File: src/rtl/occ_pkg.sv
// Shared types for the multi-zone occupancy timer: zone state encoding and
// the width of the occupied-zone count.
package occ_pkg;

  typedef enum logic [1:0] {
    OFF      = 2'd0,
    OCCUPIED = 2'd1,
    COUNTING = 2'd2,
    WARNING  = 2'd3
  } zone_state_e;

  function automatic int zone_cnt_w(input int n_zones);
    return $clog2(n_zones + 1);
  endfunction

endpackage

File: src/rtl/occ_debounce.sv
// Presence input conditioning: 2-FF synchroniser followed by a stable-count
// filter that accepts a new level only after DEB_T consecutive differing cycles.
module occ_debounce #(
  parameter int DEB_T = 4
) (
  input  logic clk,
  input  logic rst,
  input  logic din,
  output logic dout
);

  localparam int DW = (DEB_T > 1) ? $clog2(DEB_T) : 1;

  logic          sync1, sync2;
  logic [DW-1:0] stable_cnt;

  always_ff @(posedge clk) begin
    if (rst) begin
      sync1      <= 1'b0;
      sync2      <= 1'b0;
      stable_cnt <= '0;
      dout       <= 1'b0;
    end else begin
      sync1 <= din;
      sync2 <= sync1;
      // Any return to the accepted level restarts the qualification window.
      if (sync2 == dout) begin
        stable_cnt <= '0;
      end else if (stable_cnt == DW'(DEB_T - 1)) begin
        dout       <= sync2;
        stable_cnt <= '0;
      end else begin
        stable_cnt <= stable_cnt + 1'b1;
      end
    end
  end

endmodule

File: src/rtl/occupancy_timer_multi.sv
// Multi-zone occupancy timer: per-zone debounce, occupancy FSM and absence
// counter, plus a registered occupied-zone count. OCC_WARN_EN adds a warning stage.
//
// state    | meaning
// OFF      | light off, waiting for presence on an enabled zone
// OCCUPIED | presence seen, counter held at 0
// COUNTING | absence, counter running toward shutdown
// WARNING  | late absence, warn asserted (OCC_WARN_EN builds only)
module occupancy_timer_multi
  import occ_pkg::*;
#(
  parameter int N_ZONES    = 4,
  parameter int CNT_W      = 16,
  parameter int SHUTDOWN_T = 30000,
  parameter int WARN_T     = 25000,
  parameter int DEB_T      = 4
) (
  input  logic                                clk,
  input  logic                                rst,
  input  logic [N_ZONES-1:0]                  presence,
  input  logic [N_ZONES-1:0]                  zone_en,
  output logic [N_ZONES-1:0]                  light_on,
  output logic [N_ZONES-1:0]                  shutdown_pulse,
  output logic [N_ZONES-1:0]                  warn,
  output logic [zone_cnt_w(N_ZONES)-1:0]      zones_on
);

  localparam int ZW = zone_cnt_w(N_ZONES);

  for (genvar z = 0; z < N_ZONES; z++) begin : g_zone
    logic             p;
    zone_state_e      state, state_nxt;
    logic [CNT_W-1:0] cnt, cnt_nxt;
    logic             expire;
    logic             light_q, pulse_q;

    occ_debounce #(.DEB_T(DEB_T)) u_deb (
      .clk  (clk),
      .rst  (rst),
      .din  (presence[z]),
      .dout (p)
    );

    always_comb begin
      state_nxt = state;
      cnt_nxt   = '0;
      expire    = 1'b0;
      if (!zone_en[z]) begin
        state_nxt = OFF;
      end else begin
        unique case (state)
          OFF:      if (p) state_nxt = OCCUPIED;
          OCCUPIED: if (!p) state_nxt = COUNTING;
          COUNTING, WARNING: begin
            // Presence wins over a timeout landing on the same cycle.
            if (p) begin
              state_nxt = OCCUPIED;
            end else if (cnt == CNT_W'(SHUTDOWN_T - 1)) begin
              state_nxt = OFF;
              expire    = 1'b1;
            end else begin
              cnt_nxt = cnt + 1'b1;
`ifdef OCC_WARN_EN
              if (state == COUNTING && cnt == CNT_W'(WARN_T - 1)) state_nxt = WARNING;
`endif
            end
          end
          default: state_nxt = OFF;
        endcase
      end
    end

    // Outputs are registered from the next state so they change on the same
    // edge as the state register and the pulse.
    always_ff @(posedge clk) begin
      if (rst) begin
        state   <= OFF;
        cnt     <= '0;
        light_q <= 1'b0;
        pulse_q <= 1'b0;
      end else begin
        state   <= state_nxt;
        cnt     <= cnt_nxt;
        light_q <= (state_nxt != OFF);
        pulse_q <= expire;
      end
    end

    assign light_on[z]       = light_q;
    assign shutdown_pulse[z] = pulse_q;

`ifdef OCC_WARN_EN
    logic warn_q;
    always_ff @(posedge clk) begin
      if (rst) warn_q <= 1'b0;
      else     warn_q <= (state_nxt == WARNING);
    end
    assign warn[z] = warn_q;
`else
    assign warn[z] = 1'b0;
`endif
  end

  logic [ZW-1:0] occ_cnt;

  always_comb begin
    occ_cnt = '0;
    for (int i = 0; i < N_ZONES; i++) occ_cnt = occ_cnt + ZW'(light_on[i]);
  end

  always_ff @(posedge clk) begin
    if (rst) zones_on <= '0;
    else     zones_on <= occ_cnt;
  end

endmodule
File: config.mk
export PLATFORM = sky130hd
export DESIGN_NAME = occupancy_timer_multi
export DESIGN_NICKNAME = d
export VERILOG_FILES = /design/src/rtl/occ_pkg.sv /design/src/rtl/occ_debounce.sv /design/src/rtl/occupancy_timer_multi.sv
export SDC_FILE = /design/constraint.sdc
export NUM_CORES = 1
export LEC_CHECK = 0
export ABC_CLOCK_PERIOD_IN_PS = 2450
export CORE_UTILIZATION = 28
export CTS_CLUSTER_SIZE = 16
export DETAILED_ROUTE_END_ITERATION = 8
export DONT_BUFFER_PORTS = 1
export GPL_ROUTABILITY_DRIVEN = 0
export SYNTH_ARGS = -nofsm -noshare
export SYNTH_HDL_FRONTEND = slang
export SYNTH_SLANG_ARGS = --single-unit
export TNS_END_PERCENT = 1
File: constraint.sdc
create_clock -name clk -period 2.45 [get_ports clk]
set_clock_uncertainty 0.15 [all_clocks]
set_input_delay 0.735 -clock clk [delete_from_list [all_inputs] [get_ports clk]]
set_output_delay 0.735 -clock clk [all_outputs]
set_load 0.02 [all_outputs]
==> results of run 1 <==
report_power, final:
part	leakage (nW)	switching (mW)	internal, mW
combinational	0.439	0.0127	0.00942
sequential	0.831	0.00334	1.68
clock	0.143	0.593	0.815
total	1.41	0.609	2.51
how the worst min path moves through the flow:
stage | from | end | slack (ns)
2_1_floorplan | g_zone[0].u_deb.stable_cnt[0] | g_zone[0].u_deb.stable_cnt[0] | 0.25
3_3_place_gp | g_zone[2].u_deb.stable_cnt[0] | g_zone[2].u_deb.stable_cnt[0] | 0.25
4_1_cts | g_zone[2].u_deb.stable_cnt[0] | g_zone[2].u_deb.stable_cnt[0] | 0.27
3_5_place_dp | g_zone[2].u_deb.stable_cnt[0] | g_zone[2].u_deb.stable_cnt[0] | 0.26
5_1_grt | g_zone[1].u_deb.stable_cnt[0] | g_zone[1].u_deb.stable_cnt[0] | 0.29
6_report | g_zone[2].u_deb.stable_cnt[0] | g_zone[2].u_deb.stable_cnt[0] | 0.26
logic make-up (layout without fill, tap and decap cells):
family	count (synthesis)	count (layout)	synth area share [%]
and+or+nand+nor	222	222	26.85
DFF	103	103	48.57
xor gates and xnor gates	59	59	12.17
buffers and inverters	48	45	5.393
AOI/OAI and AO/OA	13	13	1.857
adders and majority gates	11	11	3.419
muxes	7	7	1.651
other	1	6	0.08833
layer usage:
layer | GRT usage, % | wire (microns) | part of all wire (%) | vias up
li1 | - | - | - | 1538
met1 | 12.53 | 3554 | 48 | 1395
met2 | 15.97 | 3300 | 45 | 39
met3 | 3.552 | 366 | 4.9 | 13
met4 | 5.165 | 165 | 2.2 | 2
met5 | 0 | 13 | 0.18 | -
synth_stat cells (all sizes together) (2+ instances only):
library cell	count	area share, %
nand4	21	3.1
inv	29	2.6
or4	2	0.44
buf	13	2.3
and4	3	0.62
xor2	12	2.5
nor2b	11	1.6
ha	10	2.9
nor3	18	2.1
clkbuf	6	0.53
mux2i	7	1.7
nor2	85	7.5
dfxtp	103	49
nand2b	7	1.1
nor4	16	2.4
nand2	12	1.1
nor3b	2	0.35
nand3	23	2.7
nand3b	3	0.53
and3	4	0.59
a21oi	7	0.83
nor4b	4	0.83
xnor2	47	9.7
or3	6	0.88
worst max-delay path: cells and delay by family (launching register included):
kind            cells  cell delay (ns)
simple gates        3             1.25
flops               1             0.36
compound gates      1             0.22
per-stage QoR:
step,total power [mW],instance area (sq um),hold slack [ns]
floorplan,1.751,4257,0.2474
global placement,1.744,4374,0.2543
detailed placement,1.746,4374,0.2624
CTS,3.160,4664,0.2719
global route,3.229,4667,0.2852
finish,3.115,4669,0.2649
layout make-up:
cell class | count | share of cell area (%)
diodes | 2 | 0.1072
clock buffers | 12 | 5.279
clock inverters | 3 | 0.9378
inverters | 29 | 2.331
multi-input cells | 316 | 42.10
flip-flops and latches | 103 | 44.16
well taps | 184 | 4.930
repair buffers | 1 | 0.1608
state kept, by name, summed over array words and instances, names as in the netlist:
register	count
g_zone.cnt	64
g_zone.light_q	4
g_zone.pulse_q	4
g_zone.state	8
g_zone.u_deb.dout	4
g_zone.u_deb.stable_cnt	8
g_zone.u_deb.sync1	4
g_zone.u_deb.sync2	4
zones_on	3
==> run_results.csv, run 1 <==
group,metric,value,unit
run_status,outcome,"complete, no violations",
global_route,track_usage,10.25,%
route,dr.first_iter.drc_count,338,
worst_setup_path,crit_path_top_delay_cell,"or4_4",
timing,worst_pin_slew,0.5984,ns
timing,fmax,0.4780,GHz
logic_synthesis,postSynthAreaPerCell,9.149,sq um
hold_path,hold_depth,1,
job,drv_cap,0,
timing,report.final.slew_viol_count,0,
timing,setup_slack,0.3578,ns
cells_and_area,fill_cells,1482,
worst_setup_path,r2r_start,"g_zone[3].cnt[4]",
cells_and_area,mostFrequentLayoutCells,"103 x dfxtp_1, 85 x nor2_1, 47 x xnor2_1, 29 x inv_1, 23 x nand3_1",
cells_and_area,layout_commonest_cell,"dfxtp_1",
worst_setup_path,crit_arrival,2.18,ns
timing,period_needed,2.092,ns
route,antenna_violating_nets_post_route,0,
logic_synthesis,synth_cell_types,39,
cells_and_area,fin_util,31.89,%
worst_setup_path,startpoint,"g_zone[3].cnt[4]",
cells_and_area,finalNonFillerCells,650,
clocking,cts_tree,"done",
worst_setup_path,required,2.53,ns
worst_setup_path,crit_type,"reg2reg",
floorplan,start_util,28.99,%
worst_setup_path,crit_chain,"or4_1, or4_4, nor3b_1, a31o_1",
worst_setup_path,end_kind,"register",
worst_setup_path,critPathLaunchType,"register",
placed_design,portBuffers,0,
timing,period_share,85.40,%
global_route,grt_antenna_before_repair,3,
cells_and_area,drive_gt1_share,3.664,%
placed_design,placed_cells,633,
timing,setup_tns,0,ns
timing,setup_viol,0,
global_route,grt_pass1_vias,2814,
timing,slew_headroom,59.74,%
timing,hold_viol_final,0,
logic_synthesis,ys_seq_area_share,48.57,%
logic_synthesis,syn_area,4245,sq um
clocking,holdBufCountCts,0,
cells_and_area,fin_nets,481,
worst_setup_path,r2r_setup_slack,0.36,ns
clocking,cts.reportedPaths.clkPinSlew,0.06,ns
clocking,post_cts_buffers,0,
worst_setup_path,worst_r2r_endpoint,"g_zone[3].cnt[15]",
power_and_ir_drop,peakVddDrop,0.2833,mV
placed_design,place_ws,0.3697,ns
worst_setup_path,reg2reg_depth,4,
logic_synthesis,ys.flop_type,"dfxtp_1",
route,drt-pass1-iter-count,6,
cells_and_area,multi_input_area,1966,sq um
route,via_per_inst,4.595,
clocking,cts.sinks,103,
logic_synthesis,yosysWarnings,0,
route,drc,0,
clocking,htree_levels,3,
clocking,cts_resized,0,
floorplan,coreArea,14640,sq um
global_route,grt_max_degree,24,
cells_and_area,area_delta_synth_final,9.991,%
clocking,clk_path_buf_depth,2,
clocking,clock-root-buffer,"clkbuf_16",
clocking,cts_buffers,9,
power_and_ir_drop,p_leak,1.413,nW
logic_synthesis,synthCells,464,
floorplan,dieArea,15660,sq um
route,totalWireLength,7400,microns
logic_synthesis,synth_edf_count,0,
floorplan,die_w,125.1,microns
worst_setup_path,endpoint,"g_zone[3].cnt[15]",
worst_setup_path,crit_fanout,6,
placed_design,hpwlAfterDp,5245,microns
floorplan,core.rowCount,44,
global_route,grt_pass1_wl,12830,microns
cells_and_area,seq_area,2062,sq um
logic_synthesis,synth-seq-cells,103,
clocking,clk_latency,0.34,ns
power_and_ir_drop,powerDensity,667.1,nW/um^2
worst_setup_path,cpPeakStageDelay,0.56,ns
logic_synthesis,ys_async_sr_fraction,0,%
hold_path,hp-class,"reg2reg",
floorplan,die-height,125.1,microns
global_route,overflow,0,
timing,rsz0062_at_grt,"no",
route,wl_per_cell,11.38,microns
floorplan,num_io_pins,25,
route,vias,2987,
Note: power is estimated with default switching activity, not from simulation.
==> inputs of run 2 (changes only) <==
--- a/config.mk
+++ b/config.mk
@@ -11,6 +11,7 @@
 export DETAILED_ROUTE_END_ITERATION = 8
 export DONT_BUFFER_PORTS = 1
 export GPL_ROUTABILITY_DRIVEN = 0
+export SLEW_MARGIN = 0
 export SYNTH_ARGS = -nofsm -noshare
 export SYNTH_HDL_FRONTEND = slang
 export SYNTH_SLANG_ARGS = --single-unit
==> results of run 2 <==
Final layout, timing and power as in run 1 (identical DEF).
